$ cat src/rtl/wb_arbiter_pkg.sv
// wb_arbiter_pkg: shared widths for the write-back arbiter and register file
package wb_arbiter_pkg;
  localparam int W_OPR     = 32;
  localparam int W_RD      = 4;
  localparam int REG_S     = 16;
  localparam int N_REQ_DEF = 4;
endpackage

$ cat src/rtl/wb_rr_arbiter.sv
// wb_rr_arbiter: one-hot round-robin grant over slot_valid (WB_FIXED_PRIO_EN selects lowest-index priority)
module wb_rr_arbiter
  import wb_arbiter_pkg::*;
#(
  parameter int N_REQ = N_REQ_DEF
) (
  input  logic             clk,
  input  logic             reset,
  input  logic [N_REQ-1:0] req,
  output logic [N_REQ-1:0] grant
);
`ifdef WB_FIXED_PRIO_EN
  always_comb begin
    grant = '0;
    for (int i = 0; i < N_REQ; i++)
      if (~|grant && req[i]) grant[i] = 1'b1;
  end
`else
  localparam int PW = (N_REQ > 1) ? $clog2(N_REQ) : 1;
  logic [PW-1:0] rr_ptr, nxt_ptr;
  logic [PW:0]   k;
  always_comb begin
    grant = '0;
    k = '0;
    for (int j = 0; j < N_REQ; j++) begin
      k = {1'b0, rr_ptr} + (PW+1)'(j);
      k = (k >= (PW+1)'(N_REQ)) ? k - (PW+1)'(N_REQ) : k;
      if (~|grant && req[k[PW-1:0]]) grant[k[PW-1:0]] = 1'b1;
    end
  end
  always_comb begin
    nxt_ptr = rr_ptr;
    for (int i = 0; i < N_REQ; i++)
      if (grant[i]) nxt_ptr = (i == N_REQ - 1) ? '0 : PW'(i + 1);
  end
  always_ff @(posedge clk or negedge reset)
    if (!reset) rr_ptr <= '0;
    else rr_ptr <= nxt_ptr;
`endif
endmodule

$ cat src/rtl/wb_arbiter.sv
// wb_arbiter: per-requester holding slots feeding the register file write-back port (WB_FIXED_PRIO_EN in wb_rr_arbiter)
module wb_arbiter
  import wb_arbiter_pkg::*;
#(
  parameter int N_REQ = N_REQ_DEF,
  parameter int W_OPR = wb_arbiter_pkg::W_OPR,
  parameter int W_RD  = wb_arbiter_pkg::W_RD
) (
  input  logic                   clk,
  input  logic                   reset,
  input  logic [N_REQ-1:0]       req_valid_i,
  input  logic [N_REQ*W_RD-1:0]  req_rd_i,
  input  logic [N_REQ*W_OPR-1:0] req_data_i,
  output logic [N_REQ-1:0]       req_ready_o,
  output logic                   wb_o,
  output logic [W_RD-1:0]        wb_r_o,
  output logic [W_OPR-1:0]       result_o,
  output logic                   busy_o
);
  logic [N_REQ-1:0] slot_valid, grant, xfer;
  logic [W_RD-1:0]  slot_rd   [N_REQ];
  logic [W_OPR-1:0] slot_data [N_REQ];
  logic [W_RD-1:0]  win_rd;
  logic [W_OPR-1:0] win_data;
  assign req_ready_o = ~slot_valid | grant;
  assign xfer        = req_valid_i & req_ready_o;
  assign busy_o      = |slot_valid;
  wb_rr_arbiter #(.N_REQ(N_REQ)) u_arb (
    .clk   (clk),
    .reset (reset),
    .req   (slot_valid),
    .grant (grant)
  );
  always_comb begin
    win_rd   = '0;
    win_data = '0;
    for (int i = 0; i < N_REQ; i++)
      if (grant[i]) begin
        win_rd   = slot_rd[i];
        win_data = slot_data[i];
      end
  end
  // a refill on the granting edge keeps the slot valid, giving one write-back per cycle
  always_ff @(posedge clk or negedge reset)
    if (!reset) slot_valid <= '0;
    else slot_valid <= xfer | (slot_valid & ~grant);
  always_ff @(posedge clk)
    for (int i = 0; i < N_REQ; i++)
      if (xfer[i]) begin
        slot_rd[i]   <= req_rd_i[i*W_RD +: W_RD];
        slot_data[i] <= req_data_i[i*W_OPR +: W_OPR];
      end
  always_ff @(posedge clk or negedge reset)
    if (!reset) begin
      wb_o     <= 1'b0;
      wb_r_o   <= '0;
      result_o <= '0;
    end else begin
      wb_o <= |grant;
      if (|grant) begin
        wb_r_o   <= win_rd;
        result_o <= win_data;
      end
    end
endmodule

$ cat config.mk
export PLATFORM = sky130hd
export DESIGN_NAME = wb_arbiter
export DESIGN_NICKNAME = d
export VERILOG_FILES = /design/src/rtl/wb_arbiter_pkg.sv /design/src/rtl/wb_rr_arbiter.sv /design/src/rtl/wb_arbiter.sv
export SDC_FILE = /design/constraint.sdc
export NUM_CORES = 1
export LEC_CHECK = 0
export ABC_CLOCK_PERIOD_IN_PS = 5400
export BUFFER_PORTS_ARGS = -buffer_cell sky130_fd_sc_hd__buf_2
export CORE_MARGIN = 5
export CORE_UTILIZATION = 50
export CTS_BUF_LIST = sky130_fd_sc_hd__clkbuf_16
export DETAILED_ROUTE_END_ITERATION = 10
export PLACE_DENSITY = 0.81
export SYNTH_ARGS = -nofsm -noshare
export SYNTH_HDL_FRONTEND = slang
export SYNTH_SLANG_ARGS = --single-unit
$ cat constraint.sdc
create_clock -name clk -period 5.4 [get_ports clk]
set_input_delay 0.27 -clock clk [delete_from_list [all_inputs] [get_ports clk]]
set_output_delay 0.27 -clock clk [all_outputs]
set_load 0.05 [all_outputs]
==> results_dict.tcl <==
set metrics [dict create \
    critPathBufInv 1 \
    layout_commonest_cell "buf_2" \
    ant_nets 0 \
    grt_pass1_vias 6043 \
    top_layer "met4" \
    grt_max_degree 44 \
    tightest_slew_ns 1.23 \
    final_nets 924 \
    clock.fmax_mhz 225 \
    finalCriticalPeriod_ns 4.45 \
    avgSynthCellArea_um2 14.4 \
    synth_fp_nets 728 \
    clock_latency_ns 0.43 \
    wl_mm 21.6 \
    grt_overflow 0 \
    slew_headroom_pct 17.9 \
    fin_worst_skew_ns 0.0144 \
    first_iter_violations 458 \
    hp-class "primary input to register" \
    worstPathRequired_ns 5.74 \
    arrival_ns 4.79 \
    maxCapViolCount 0 \
    ios 192 \
    dp_hpwl_mm 14.2 \
    cp_cell_sequence "inv_1 -> ha_1 -> or2_2 -> o31ai_1 -> a32oi_1 -> a31oi_4 -> a21boi_2 -> and3_2 -> o2bb2ai_1" \
    min_path_cells 1 \
    gp_congestion 0.869 \
    async_reset_ff_share_pct 23.0 \
    outcome "finished clean" \
    cts_buffer_depth 2 \
    r2r_slack_ns 0.95 \
    route.met2.wl_mm 11.1 \
    final_cell_mix "buf_2, edfxtp_1, inv_1, a211oi_1, dfrtp_1" \
    wl_per_cell_um 21.7 \
    grt_pass1_wl_mm 33.6 \
    crit_fanout 37 \
    ys_warn_count 0 \
    num_vias 5807 \
    n_fill_cell 1215 \
    cts-htree-levels 4 \
    viasPerCell 5.83 \
    critPathLaunchType "register" \
    slew_viol_final 0 \
    dieHeight_um 138 \
    setup_violations 0 \
    track_usage_pct 22.3 \
    synth_cells 570 \
    synth_cell_type_count 53 \
    clock_sinks 187 \
    dieArea_mm2 0.0191 \
    ys.flop_type "edfxtp_1" \
    reg2regPathDepth 9 \
    cts.reportedPaths.clkPinSlew_ns 0.07 \
    cts_made_buffers 17 \
    core_mm2 0.0160 \
    tritoncts "built" \
    fin_crit_sh_pct 82.5 \
    cts_resized 0 \
    cp_top_family "compound AO/OA/AOI/OAI gates" \
    slowest_delay_ns 0.77 \
    path_class "register to register" \
    critPathSlowestCell "and3_2" \
    synth_edf_count 144 \
    path_depth 9 \
    dr_wl_met3_mm 1.35 \
    setup_tns_ns 0 \
    antenna_found_initial 1 \
    die_x_um 138 \
    drc_errors 0 \
    synth-seq-cells 187 \
    ys_seq_area_share_pct 65.7 \
    portBuffers 191 \
    syn_area_mm2 0.00822 \
    drt-met1-wl_mm 8.61 \
    end_kind "register" \
    area_delta_synth_final_pct 21.3 \
    drt-pass1-iter-count 6 \
    root_buffer "clkbuf_16" \
    drive_above_1_share_pct 36.5 \
    start_util_pct 51.4 \
    row_count 46 \
    hold_violations 0 \
    rsz0062_at_grt "no" \
]
-- metrics by stage --
step                      util, %  instance area, um2  hold slack [ns]  std cells  setup slack (ns)
after floorplan                 -                8220          -0.0256        570              1.20
after global placement       58.1                9290            0.446        947              1.22
after detailed placement     58.1                9290            0.448        947              1.02
after CTS                    61.4                9820         0.000155        980             0.971
after global routing         62.3                9970         -0.00565        996             0.656
final                        62.3                9970           0.0129        996             0.947
-- final cells by class --
type | count | area (um2) | area share [%]
antenna | 1 | 2.50 | 0.0251
clock buffer | 17 | 425 | 4.27
clock inverter | 15 | 88.8 | 0.891
inverter | 79 | 297 | 2.97
multi-input combinational | 267 | 2320 | 23.3
sequential | 187 | 5400 | 54.2
tap | 216 | 270 | 2.71
timing repair buffer | 214 | 1170 | 11.7
-- registers in the layout (all words and copies together) (netlist names) --
name          cells
result_o         32
slot_data       128
u_arb.rr_ptr      2
wb_o              1
wb_r_o            4
slot_rd          16
slot_valid        4
-- layer usage --
layer  track usage [%]  vias up
li1                  -     2593
met1              28.2     2879
met2              38.2      278
met3              5.00       57
met4              7.44        0
met5                 0        -
-- cells in the mapped netlist, types with 2 or more instances --
| cell type | instances | area share, % |
|---|---|---|
| mux4_2 | 3 | 0.82 |
| and3_1 | 2 | 0.15 |
| and2_1 | 5 | 0.38 |
| nand2_1 | 4 | 0.18 |
| a211oi_1 | 72 | 6.6 |
| o311ai_4 | 2 | 0.64 |
| clkbuf_1 | 14 | 0.64 |
| o21a_1 | 2 | 0.18 |
| clkbuf_2 | 2 | 0.12 |
| buf_2 | 7 | 0.43 |
| a2111oi_2 | 29 | 5.3 |
| o21ai_0 | 5 | 0.30 |
| inv_1 | 79 | 3.6 |
| a31o_2 | 2 | 0.21 |
| a32o_1 | 3 | 0.37 |
| a2111oi_0 | 7 | 0.75 |
| a21oi_1 | 4 | 0.24 |
| o22a_1 | 2 | 0.21 |
| a31oi_1 | 3 | 0.23 |
| edfxtp_1 | 144 | 53 |
| buf_6 | 13 | 1.8 |
| ha_1 | 8 | 1.2 |
| o2bb2ai_1 | 36 | 3.8 |
| mux2i_1 | 4 | 0.49 |
| or3b_2 | 2 | 0.21 |
| or2_2 | 2 | 0.15 |
| nand2b_1 | 4 | 0.30 |
| dfrtp_1 | 43 | 13 |
| o22ai_1 | 2 | 0.15 |
| nor2_1 | 38 | 1.7 |
| o21bai_1 | 4 | 0.37 |
| o31ai_1 | 2 | 0.18 |
-- worst paths after layout --
check | startpoint | endpoint
max reg2reg | u_arb.rr_ptr[0]$_DFFE_PN0P_ | result_o[24]$_DFFE_PN0P_
max in group asynchronous | reset | result_o[11]$_DFFE_PN0P_
max | u_arb.rr_ptr[0]$_DFFE_PN0P_ | result_o[24]$_DFFE_PN0P_
min | req_data_i[68] | slot_data[2][4]$_DFFE_PP_
min reg2reg | result_o[25]$_DFFE_PN0P_ | result_o[25]$_DFFE_PN0P_
min in group asynchronous | reset | result_o[23]$_DFFE_PN0P_
-- kinds of logic after synthesis --
family	share of synthesized area (%)
and+or+nand+nor	4.15
buffers and inverters	6.67
muxes	1.45
adders and majority gates	1.22
DFF	65.7
AOI/OAI and AO/OA	20.8
-- worst reg2reg max path: stages (launching register included) --
cell and delay [ns]:
dfrtp_1 0.69, inv_1 0.28, ha_1 0.35, or2_2 0.35, o31ai_1 0.43, a32oi_1 0.29
a31oi_4 0.67, a21boi_2 0.33, and3_2 0.77, o2bb2ai_1 0.20
-- timing repair --
item                                    CTS  global route
hold buffers                              1            15
buffers inserted                          0             0
hold endpoints to repair                  1            15
endpoints found under the setup margin    0             0
Power is not shown: default switching activity piles up to over one toggle a cycle in this logic, so the estimate is an artifact.
